**config.mk**
```make
export PLATFORM = sky130hd
export DESIGN_NAME = cache_wr_bridge_flat
export DESIGN_NICKNAME = d
export VERILOG_FILES = /design/src/rtl/cache_wr_bridge_if.sv /design/src/rtl/cache_wr_bridge.sv /design/src/flat_wrapper.sv
export SDC_FILE = /design/constraint.sdc
export NUM_CORES = 1
export LEC_CHECK = 0
export ABC_AREA = 0
export CAP_MARGIN = 10
export CORE_MARGIN = 2
export CORE_UTILIZATION = 39
export CTS_CLUSTER_DIAMETER = 50
export DETAILED_ROUTE_END_ITERATION = 8
export PLACE_DENSITY = 0.77
export SKIP_CTS_REPAIR_TIMING = 1
export SLEW_MARGIN = 25
export SYNTH_ARGS = -nofsm -noshare
export SYNTH_HDL_FRONTEND = slang
export SYNTH_SLANG_ARGS = --single-unit
```
**constraint.sdc**
```tcl
create_clock -name clk -period 5.4 [get_ports clk]
set_input_delay 1.08 -clock clk [delete_from_list [all_inputs] [get_ports clk]]
set_output_delay 1.08 -clock clk [all_outputs]
set_load 0.03 [all_outputs]
```
**src/rtl/cache_wr_bridge_if.sv**
```systemverilog
// Cache-side write request and AXI4 write-channel signals for cache_wr_bridge.
// The bridge uses the master modport (it is the AXI master); the
// environment (cache request path plus AXI slave) uses the slave modport.
interface cache_wr_bridge_if;
    // Cache write request side
    logic         wr_req;
    logic [2:0]   wr_type;
    logic [31:0]  wr_addr;
    logic [3:0]   wr_wstrb;
    logic [127:0] wr_data;
    logic         wr_rdy;
    logic [31:0]  chk_addr;
    logic         chk_hit;
    logic         wr_err;
    // AXI4 write address channel
    logic [3:0]   awid;
    logic [31:0]  awaddr;
    logic [7:0]   awlen;
    logic [2:0]   awsize;
    logic [1:0]   awburst;
    logic         awvalid;
    logic         awready;
    // AXI4 write data channel
    logic [31:0]  wdata;
    logic [3:0]   wstrb;
    logic         wlast;
    logic         wvalid;
    logic         wready;
    // AXI4 write response channel
    logic [3:0]   bid;
    logic [1:0]   bresp;
    logic         bvalid;
    logic         bready;

    modport master (
        input  wr_req, wr_type, wr_addr, wr_wstrb, wr_data, chk_addr,
        input  awready, wready, bid, bresp, bvalid,
        output wr_rdy, chk_hit, wr_err,
        output awid, awaddr, awlen, awsize, awburst, awvalid,
        output wdata, wstrb, wlast, wvalid, bready
    );

    modport slave (
        output wr_req, wr_type, wr_addr, wr_wstrb, wr_data, chk_addr,
        output awready, wready, bid, bresp, bvalid,
        input  wr_rdy, chk_hit, wr_err,
        input  awid, awaddr, awlen, awsize, awburst, awvalid,
        input  wdata, wstrb, wlast, wvalid, bready
    );
endinterface

```
**src/rtl/cache_wr_bridge.sv**
```systemverilog
// Write-side bridge from the 2-way cache to AXI4. Takes one request at a
// time (a 128-bit dirty-line writeback as a 4-beat INCR burst, or a single
// uncached store) and runs it through AW, W and B in strict sequence. Also
// flags when a pending cache read hits the line still being written.
module cache_wr_bridge #(
    parameter logic [3:0] AXI_ID = 4'd1
) (
    input logic               clk,
    input logic               reset,
    cache_wr_bridge_if.master bus
);

    typedef enum logic [1:0] {
        S_IDLE = 2'd0,
        S_AW   = 2'd1,
        S_W    = 2'd2,
        S_B    = 2'd3
    } state_t;

    // Control state (reset)
    state_t       state_q, state_d;
    logic         awvalid_q, awvalid_d;
    logic         wvalid_q, wvalid_d;
    logic         bready_q, bready_d;
    logic [1:0]   cnt_q, cnt_d;

    // Latched request (not reset; only meaningful while busy)
    logic         line_q, line_d;
    logic [31:0]  addr_q, addr_d;
    logic [2:0]   size_q, size_d;
    logic [3:0]   strb_q, strb_d;
    logic [127:0] data_q, data_d;

    logic         wr_rdy;
    logic         accept;
    logic         wlast;
    logic         unused_ok;

    assign wr_rdy = (state_q == S_IDLE) && !reset;
    assign accept = bus.wr_req && wr_rdy;
    // Uncached stores are a single beat, so every beat is the last one.
    assign wlast  = wvalid_q && (!line_q || (cnt_q == 2'd3));

    // Next-state and next-latch computation for the AW -> W -> B sequence
    always_comb begin
        state_d   = state_q;
        awvalid_d = awvalid_q;
        wvalid_d  = wvalid_q;
        bready_d  = bready_q;
        cnt_d     = cnt_q;
        line_d    = line_q;
        addr_d    = addr_q;
        size_d    = size_q;
        strb_d    = strb_q;
        data_d    = data_q;
        case (state_q)
            S_IDLE: begin
                if (accept) begin
                    state_d   = S_AW;
                    awvalid_d = 1'b1;
                    if (bus.wr_type == 3'b100) begin
                        line_d = 1'b1;
                        addr_d = {bus.wr_addr[31:4], 4'b0000};
                        size_d = 3'd2;
                        strb_d = 4'hF;
                        data_d = bus.wr_data;
                    end else begin
                        line_d = 1'b0;
                        addr_d = bus.wr_addr;
                        // Unknown encodings fall back to a word store.
                        if (bus.wr_type[2] || (bus.wr_type[1:0] == 2'b11)) begin
                            size_d = 3'd2;
                        end else begin
                            size_d = {1'b0, bus.wr_type[1:0]};
                        end
                        strb_d = bus.wr_wstrb;
                        data_d = {96'b0, bus.wr_data[31:0]};
                    end
                end
            end
            S_AW: begin
                if (bus.awready) begin
                    state_d   = S_W;
                    awvalid_d = 1'b0;
                    wvalid_d  = 1'b1;
                    cnt_d     = 2'd0;
                end
            end
            S_W: begin
                if (bus.wready) begin
                    cnt_d = cnt_q + 2'd1;
                    if (wlast) begin
                        state_d  = S_B;
                        wvalid_d = 1'b0;
                        bready_d = 1'b1;
                    end
                end
            end
            S_B: begin
                if (bus.bvalid) begin
                    state_d  = S_IDLE;
                    bready_d = 1'b0;
                end
            end
            default: state_d = S_IDLE;
        endcase
    end

    // State register: control flops reset, latched request fields free-running
    always_ff @(posedge clk) begin
        if (reset) begin
            state_q   <= S_IDLE;
            awvalid_q <= 1'b0;
            wvalid_q  <= 1'b0;
            bready_q  <= 1'b0;
            cnt_q     <= 2'd0;
        end else begin
            state_q   <= state_d;
            awvalid_q <= awvalid_d;
            wvalid_q  <= wvalid_d;
            bready_q  <= bready_d;
            cnt_q     <= cnt_d;
        end
        line_q <= line_d;
        addr_q <= addr_d;
        size_q <= size_d;
        strb_q <= strb_d;
        data_q <= data_d;
    end

    assign bus.wr_rdy  = wr_rdy;
    assign bus.chk_hit = (state_q != S_IDLE) && (bus.chk_addr[31:4] == addr_q[31:4]);
    assign bus.wr_err  = bready_q && bus.bvalid && (bus.bresp != 2'b00);

    assign bus.awid    = AXI_ID;
    assign bus.awaddr  = addr_q;
    assign bus.awlen   = line_q ? 8'd3 : 8'd0;
    assign bus.awsize  = size_q;
    assign bus.awburst = 2'b01;
    assign bus.awvalid = awvalid_q;

    assign bus.wdata   = data_q[{cnt_q, 5'b00000} +: 32];
    assign bus.wstrb   = strb_q;
    assign bus.wlast   = wlast;
    assign bus.wvalid  = wvalid_q;

    assign bus.bready  = bready_q;

    // Response ID and the byte offset of chk_addr are intentionally ignored.
    assign unused_ok = ^{bus.bid, bus.chk_addr[3:0]};

endmodule

```
**src/flat_wrapper.sv**
```systemverilog
// flat-port wrapper written by rule: the top's interface ports become plain ports
module cache_wr_bridge_flat 
#(
    parameter logic [3:0] AXI_ID = 4'd1
)
  (clk, reset, bus_wr_req, bus_wr_type, bus_wr_addr, bus_wr_wstrb, bus_wr_data, bus_chk_addr, bus_awready, bus_wready, bus_bid, bus_bresp, bus_bvalid, bus_wr_rdy, bus_chk_hit, bus_wr_err, bus_awid, bus_awaddr, bus_awlen, bus_awsize, bus_awburst, bus_awvalid, bus_wdata, bus_wstrb, bus_wlast, bus_wvalid, bus_bready);
  cache_wr_bridge_if bus_i ();
  input logic clk;
  input logic reset;
  input wire logic [$bits(bus_i.wr_req)-1:0] bus_wr_req;
  input wire logic [$bits(bus_i.wr_type)-1:0] bus_wr_type;
  input wire logic [$bits(bus_i.wr_addr)-1:0] bus_wr_addr;
  input wire logic [$bits(bus_i.wr_wstrb)-1:0] bus_wr_wstrb;
  input wire logic [$bits(bus_i.wr_data)-1:0] bus_wr_data;
  input wire logic [$bits(bus_i.chk_addr)-1:0] bus_chk_addr;
  input wire logic [$bits(bus_i.awready)-1:0] bus_awready;
  input wire logic [$bits(bus_i.wready)-1:0] bus_wready;
  input wire logic [$bits(bus_i.bid)-1:0] bus_bid;
  input wire logic [$bits(bus_i.bresp)-1:0] bus_bresp;
  input wire logic [$bits(bus_i.bvalid)-1:0] bus_bvalid;
  output wire logic [$bits(bus_i.wr_rdy)-1:0] bus_wr_rdy;
  output wire logic [$bits(bus_i.chk_hit)-1:0] bus_chk_hit;
  output wire logic [$bits(bus_i.wr_err)-1:0] bus_wr_err;
  output wire logic [$bits(bus_i.awid)-1:0] bus_awid;
  output wire logic [$bits(bus_i.awaddr)-1:0] bus_awaddr;
  output wire logic [$bits(bus_i.awlen)-1:0] bus_awlen;
  output wire logic [$bits(bus_i.awsize)-1:0] bus_awsize;
  output wire logic [$bits(bus_i.awburst)-1:0] bus_awburst;
  output wire logic [$bits(bus_i.awvalid)-1:0] bus_awvalid;
  output wire logic [$bits(bus_i.wdata)-1:0] bus_wdata;
  output wire logic [$bits(bus_i.wstrb)-1:0] bus_wstrb;
  output wire logic [$bits(bus_i.wlast)-1:0] bus_wlast;
  output wire logic [$bits(bus_i.wvalid)-1:0] bus_wvalid;
  output wire logic [$bits(bus_i.bready)-1:0] bus_bready;
  assign bus_i.wr_req = bus_wr_req;
  assign bus_i.wr_type = bus_wr_type;
  assign bus_i.wr_addr = bus_wr_addr;
  assign bus_i.wr_wstrb = bus_wr_wstrb;
  assign bus_i.wr_data = bus_wr_data;
  assign bus_i.chk_addr = bus_chk_addr;
  assign bus_i.awready = bus_awready;
  assign bus_i.wready = bus_wready;
  assign bus_i.bid = bus_bid;
  assign bus_i.bresp = bus_bresp;
  assign bus_i.bvalid = bus_bvalid;
  assign bus_wr_rdy = bus_i.wr_rdy;
  assign bus_chk_hit = bus_i.chk_hit;
  assign bus_wr_err = bus_i.wr_err;
  assign bus_awid = bus_i.awid;
  assign bus_awaddr = bus_i.awaddr;
  assign bus_awlen = bus_i.awlen;
  assign bus_awsize = bus_i.awsize;
  assign bus_awburst = bus_i.awburst;
  assign bus_awvalid = bus_i.awvalid;
  assign bus_wdata = bus_i.wdata;
  assign bus_wstrb = bus_i.wstrb;
  assign bus_wlast = bus_i.wlast;
  assign bus_wvalid = bus_i.wvalid;
  assign bus_bready = bus_i.bready;
  cache_wr_bridge #(.AXI_ID(AXI_ID)) u_core (.clk(clk), .reset(reset), .bus(bus_i));
endmodule
```
**After elaboration in Yosys (flattened, before gate mapping)**

Index checks and enable logic that the tools add are counted.

- Flip-flop bits (word level): 175
- Bits of input ports: 211
- Output and inout bits: 92
- Word-level logic and storage cells: 72

- Add/sub/neg operators: 1
- Eq/ne operators: 12
- Shift operators: 1
- Mux-type cells: 22
- Reductions and logical operators: 23

Operators by type and width:

| kind | number |
|---|---|
| 128-bit by 8-bit indexed part select with 32-bit output | 1 |
| 28-bit == test | 1 |
| 2-bit two-way mux | 8 |
| 2-bit nonzero test | 5 |
| 1-bit two-way mux | 9 |
| 2-bit == test (second input constant) | 4 |
| 2-bit != test (second input constant) | 4 |
| 2-bit one-hot mux with 4 select lines | 1 |
| 4-bit AND reduction | 2 |
| 1-bit logical AND | 6 |
| 1-bit one-hot mux with 2 select lines | 3 |
| 3-bit AND reduction | 2 |
| 5-bit AND reduction | 1 |
| 2-bit one-hot mux with 2 select lines | 1 |
| 3-bit == test (second input constant) | 1 |
| 2-bit by 1-bit adder with 2-bit output (second input constant) | 1 |
| 2-bit by 1-bit == test with 1-bit output (second input constant) | 1 |
| 1-bit zero test | 2 |
| 2-bit zero test | 1 |
| 1-bit logical OR | 2 |
| 2-bit by 1-bit != test with 1-bit output (second input constant) | 1 |
| 2-bit AND reduction | 1 |
| 2-bit OR reduction | 1 |

**Depth between registers and ports, before layout**

- Word-level depth: 6
- Depth in mapped cells: 7

**Least setup slack after synthesis**

OpenSTA, ideal clock, no wires.

- Path kind: input to register
- Start point: input port reset
- End point: register u_core.addr_q[0] (netlist: u_core.bus.awaddr[0]), enable pin
- Data arrival time: 5.370 ns
- Data required time: 4.852 ns
- Path slack: -0.517 ns
- Stages on the path: 3
- Buffers on the path: 1
- Cells stage by stage: buf_6 > and2b_2 > and2_1

- Word-level cells in the longest chain between the ends: 4

RTL lines:

| element | line | source |
|---|---|---|
| from (decl) | flat_wrapper.sv:9 | `input logic reset;` |
| 1-bit zero test | cache_wr_bridge.sv:39 | `assign wr_rdy = (state_q == S_IDLE) && !reset;` |
| 1-bit logical AND | cache_wr_bridge.sv:39 |  |
| via bus_wr_rdy | flat_wrapper.sv:21 | `output wire logic [$bits(bus_i.wr_rdy)-1:0] bus_wr_rdy;` |
| 1-bit logical AND | cache_wr_bridge.sv:40 | `assign accept = bus.wr_req && wr_rdy;` |
| 2-bit AND reduction (no line) | - |  |
| to (signal assigned) | cache_wr_bridge.sv:125 | `addr_q <= addr_d;` |
| to (decl) | cache_wr_bridge.sv:29 | `logic [31:0] addr_q, addr_d;` |

The timed path passes the listed nets, and every way through them passes these cells.
A chain may end at the register's enable or synchronous reset.

**Final worst setup path**

- Start point: input port bus_chk_addr[8]
- End point: output port bus_chk_hit

- Word-level cells in the longest chain between the ends: 2

RTL lines:

| element | line | source |
|---|---|---|
| from (decl) | flat_wrapper.sv:15 | `input wire logic [$bits(bus_i.chk_addr)-1:0] bus_chk_addr;` |
| 28-bit == test | cache_wr_bridge.sv:132 | `assign bus.chk_hit = (state_q != S_IDLE) && (bus.chk_addr[31:4] == addr_q[31:4]);` |
| 1-bit logical AND | cache_wr_bridge.sv:132 |  |
| to (decl) | flat_wrapper.sv:22 | `output wire logic [$bits(bus_i.chk_hit)-1:0] bus_chk_hit;` |

Every way passes these cells.

==> flow_metrics.env <==
export IMPL_r2r_start="u_core.state_q[0]"
export IMPL_die_width_um=142
export IMPL_path_max_fanout=1
export IMPL_synthDistinctLibCells=37
export IMPL_synth_edff_count=167
export IMPL_fin_nets=938
export IMPL_fmax_mhz=237
export IMPL_grt_overflow_total=0
export IMPL_grt_max_degree=73
export IMPL_worst_r2r_path_depth=5
export IMPL_via_per_inst=4.78
export IMPL_period_share=0.782
export IMPL_crit_buf_inv=2
export IMPL_hold_violations=0
export IMPL_ys_warnings_count=0
export IMPL_worst_path_stages=6
export IMPL_tightest_slew_ns=0.959
export IMPL_path_clk_slew_ns=0.07
export IMPL_ys_seq_elements=174
export IMPL_final_cell_mix="281 x clkdlybuf4s50_1, 167 x edfxtp_1, 97 x and2_1"
export IMPL_area_growth_pct=47.5
export IMPL_place_area_mm2=0.0104
export IMPL_min_path_type="reg -> reg"
export IMPL_clock_sinks=174
export IMPL_place_ws_ns=1.16
export IMPL_grt_pass1_wl_um=25100
export IMPL_mostFrequentLayoutCell="clkdlybuf4s50_1"
export IMPL_cp_endpoint="bus_chk_hit"
export IMPL_setup_tns_ns=0
export IMPL_ys_seq_area_frac=0.693
export IMPL_synthArstFlopShare=0
export IMPL_ir_drop_uv=180
export IMPL_path_cells="clkdlybuf4s50_1 -> xor2_1 -> nor4_1 -> nand4_1 -> nor4_1 -> clkdlybuf4s50_1"
export IMPL_dieArea_mm2=0.0202
export IMPL_ant_nets=0
export IMPL_critPathLaunchType="input port"
export IMPL_place_congestion=0.740
export IMPL_antenna_cells=0
export IMPL_first_iter_violations=131
export IMPL_final_seq_area_mm2=0.00516
export IMPL_rsz0062_at_grt="no"
export IMPL_core_area_mm2=0.0187
export IMPL_p_leak_uw=0.00379
export IMPL_num_vias=4622
export IMPL_hold_slack_ns=0.518
export IMPL_layout_drive_gt1_share=0.105
export IMPL_row_count=50
export IMPL_multi_input_area_mm2=0.00207
export IMPL_syn_inst=441
export IMPL_start_util=0.398
export IMPL_design_area_mm2=0.0110
export IMPL_clock_path_buffers=2
export IMPL_whs_path_depth=2
export IMPL_maxCapViolCount=0
export IMPL_wl_per_cell_um=17.6
export IMPL_grt_usage=0.165
export IMPL_io_buffer_count=281
export IMPL_synth_ff_type="edfxtp_1"
export IMPL_cts_root_buf="clkbuf_16"
export IMPL_critical_path_class="in -> out"
export IMPL_crit_family="buffers and inverters"
export IMPL_slew_violations=0
export IMPL_critPathLaunch="bus_chk_addr[8]"
export IMPL_avgSynthCellArea_um2=16.9
export IMPL_dieHeight_um=142
export IMPL_setup_violations=0
export IMPL_cts_made_buffers=17
export IMPL_setup_ws_ns=1.18
export IMPL_end_kind="primary output"
export IMPL_slowest_stage="clkdlybuf4s50_1"
export IMPL_status="finished clean"
export IMPL_dpl_hpwl_um=12300
export IMPL_skew_ns=0.00700
export IMPL_fin_crit_ns=4.22
export IMPL_crit_arrival_ns=3.14
export IMPL_grt_pass1_vias=4860
export IMPL_ios=303
export IMPL_critical_path_max_stage_delay_ns=0.72
export IMPL_fillers=1433
export IMPL_cts_tree="yes"
export IMPL_required_ns=4.32
export IMPL_antenna_found_initial=0
export IMPL_drc_errors=0
export IMPL_drt_pass1_iterations=6
export IMPL_netlist_area_mm2=0.00744
export IMPL_slew_headroom=0.361
export IMPL_h_tree_depth=4
export IMPL_powerDensity_mw_per_mm2=358
export IMPL_clkLatencyLatePin_ns=0.41
export IMPL_wirelength_um=17000
export IMPL_reg2reg_to="u_core.data_q[102]"
export IMPL_reg2reg_slack_ns=2.89
[metal layers]
metal | vias up | part of all wire | track usage
li1 | 2165 | - | -
met1 | 2259 | 0.38 | 0.182
met2 | 179 | 0.54 | 0.304
met3 | 19 | 0.067 | 0.0542
met4 | 0 | 0.015 | 0.0453
met5 | - | 0 | 0
[layout make-up]
type	instances	share of cell area
inverter	7	0.00239
clock buffer	18	0.0391
tap	234	0.0267
sequential	174	0.470
timing repair buffer	286	0.261
clock inverter	13	0.0117
multi-input combinational	235	0.189
[flip-flops by register name, indices dropped and copies added (netlist names)]
register	cells
u_core.data_q	128
u_core.bus.awaddr	32
u_core.bus.wstrb	4
u_core.bus.awsize	2
u_core.cnt_q	2
u_core.state_q	2
u_core.bus.awvalid	1
u_core.bus.bready	1
u_core.bus.wvalid	1
u_core.line_q	1
[kinds of logic after synthesis]
| kind of cell | synth area share |
|---|---|
| flops | 0.693 |
| simple gates | 0.114 |
| buf+inv | 0.0351 |
| mux | 0.0969 |
| xor+xnor | 0.0330 |
| compound gates | 0.0166 |
| fa+ha+maj | 0.0101 |
| other cells | 0.00101 |
[worst reg2reg max path: stages (launching register included)]
cell and delay, ns:
dfxtp_1 0.33, inv_1 0.12, ha_1 0.24, and2b_2 0.18, and2_4 0.75, buf_12 0.47
[worst min-delay path by stage]
stage / start / to / slack [ns]
floorplan: u_core.state_q[1] / u_core.state_q[1] / 0.51
global placement: u_core.bus.awvalid / u_core.bus.awvalid / 0.48
detailed placement: u_core.bus.wvalid / u_core.bus.wvalid / 0.50
CTS: u_core.bus.wvalid / u_core.bus.wvalid / 0.51
global route: u_core.bus.bready / u_core.bus.bready / 0.54
finish: u_core.bus.awvalid / u_core.bus.awvalid / 0.52
[power by group]
group | switching [uW] | internal [uW] | total [uW] | leakage, uW
combinational | 495 | 446 | 942 | 0.00189
clock | 537 | 644 | 1180 | 0.000264
sequential | 82.0 | 1720 | 1800 | 0.00163
total | 1110 | 2810 | 3920 | 0.00379
[stage by stage]
stage           util  cells  total power [uW]
3_3_place_gp   0.557    936              2740
4_1_cts        0.586    967              3960
5_1_grt        0.587    967              4070
3_5_place_dp   0.557    936              2780
2_1_floorplan      -    452              2360
6_report       0.587    967              3920
[cells in the mapped netlist, types with 2 or more instances]
library cell	count	area (um^2)
o211ai_1	2	15.0
a21oi_1	4	20.0
o21ai_0	5	25.0
clkbuf_2	6	30.0
inv_1	7	26.3
and2_1	98	613
nor2b_1	6	37.5
edfxtp_1	167	5010
nor2_1	4	15.0
nor4_1	5	31.3
nand3_1	3	15.0
mux4_2	32	721
clkbuf_1	6	22.5
a31oi_1	2	12.5
or2_2	5	31.3
dfxtp_1	7	140
conb_1	2	7.51
nand4_1	5	31.3
buf_2	5	25.0
buf_4	15	113
xnor2_1	11	96.3
buf_6	4	45.0
ha_1	6	75.1
xor2_1	17	149
nand2_1	5	18.8
Power figures use the tool's default switching activity.
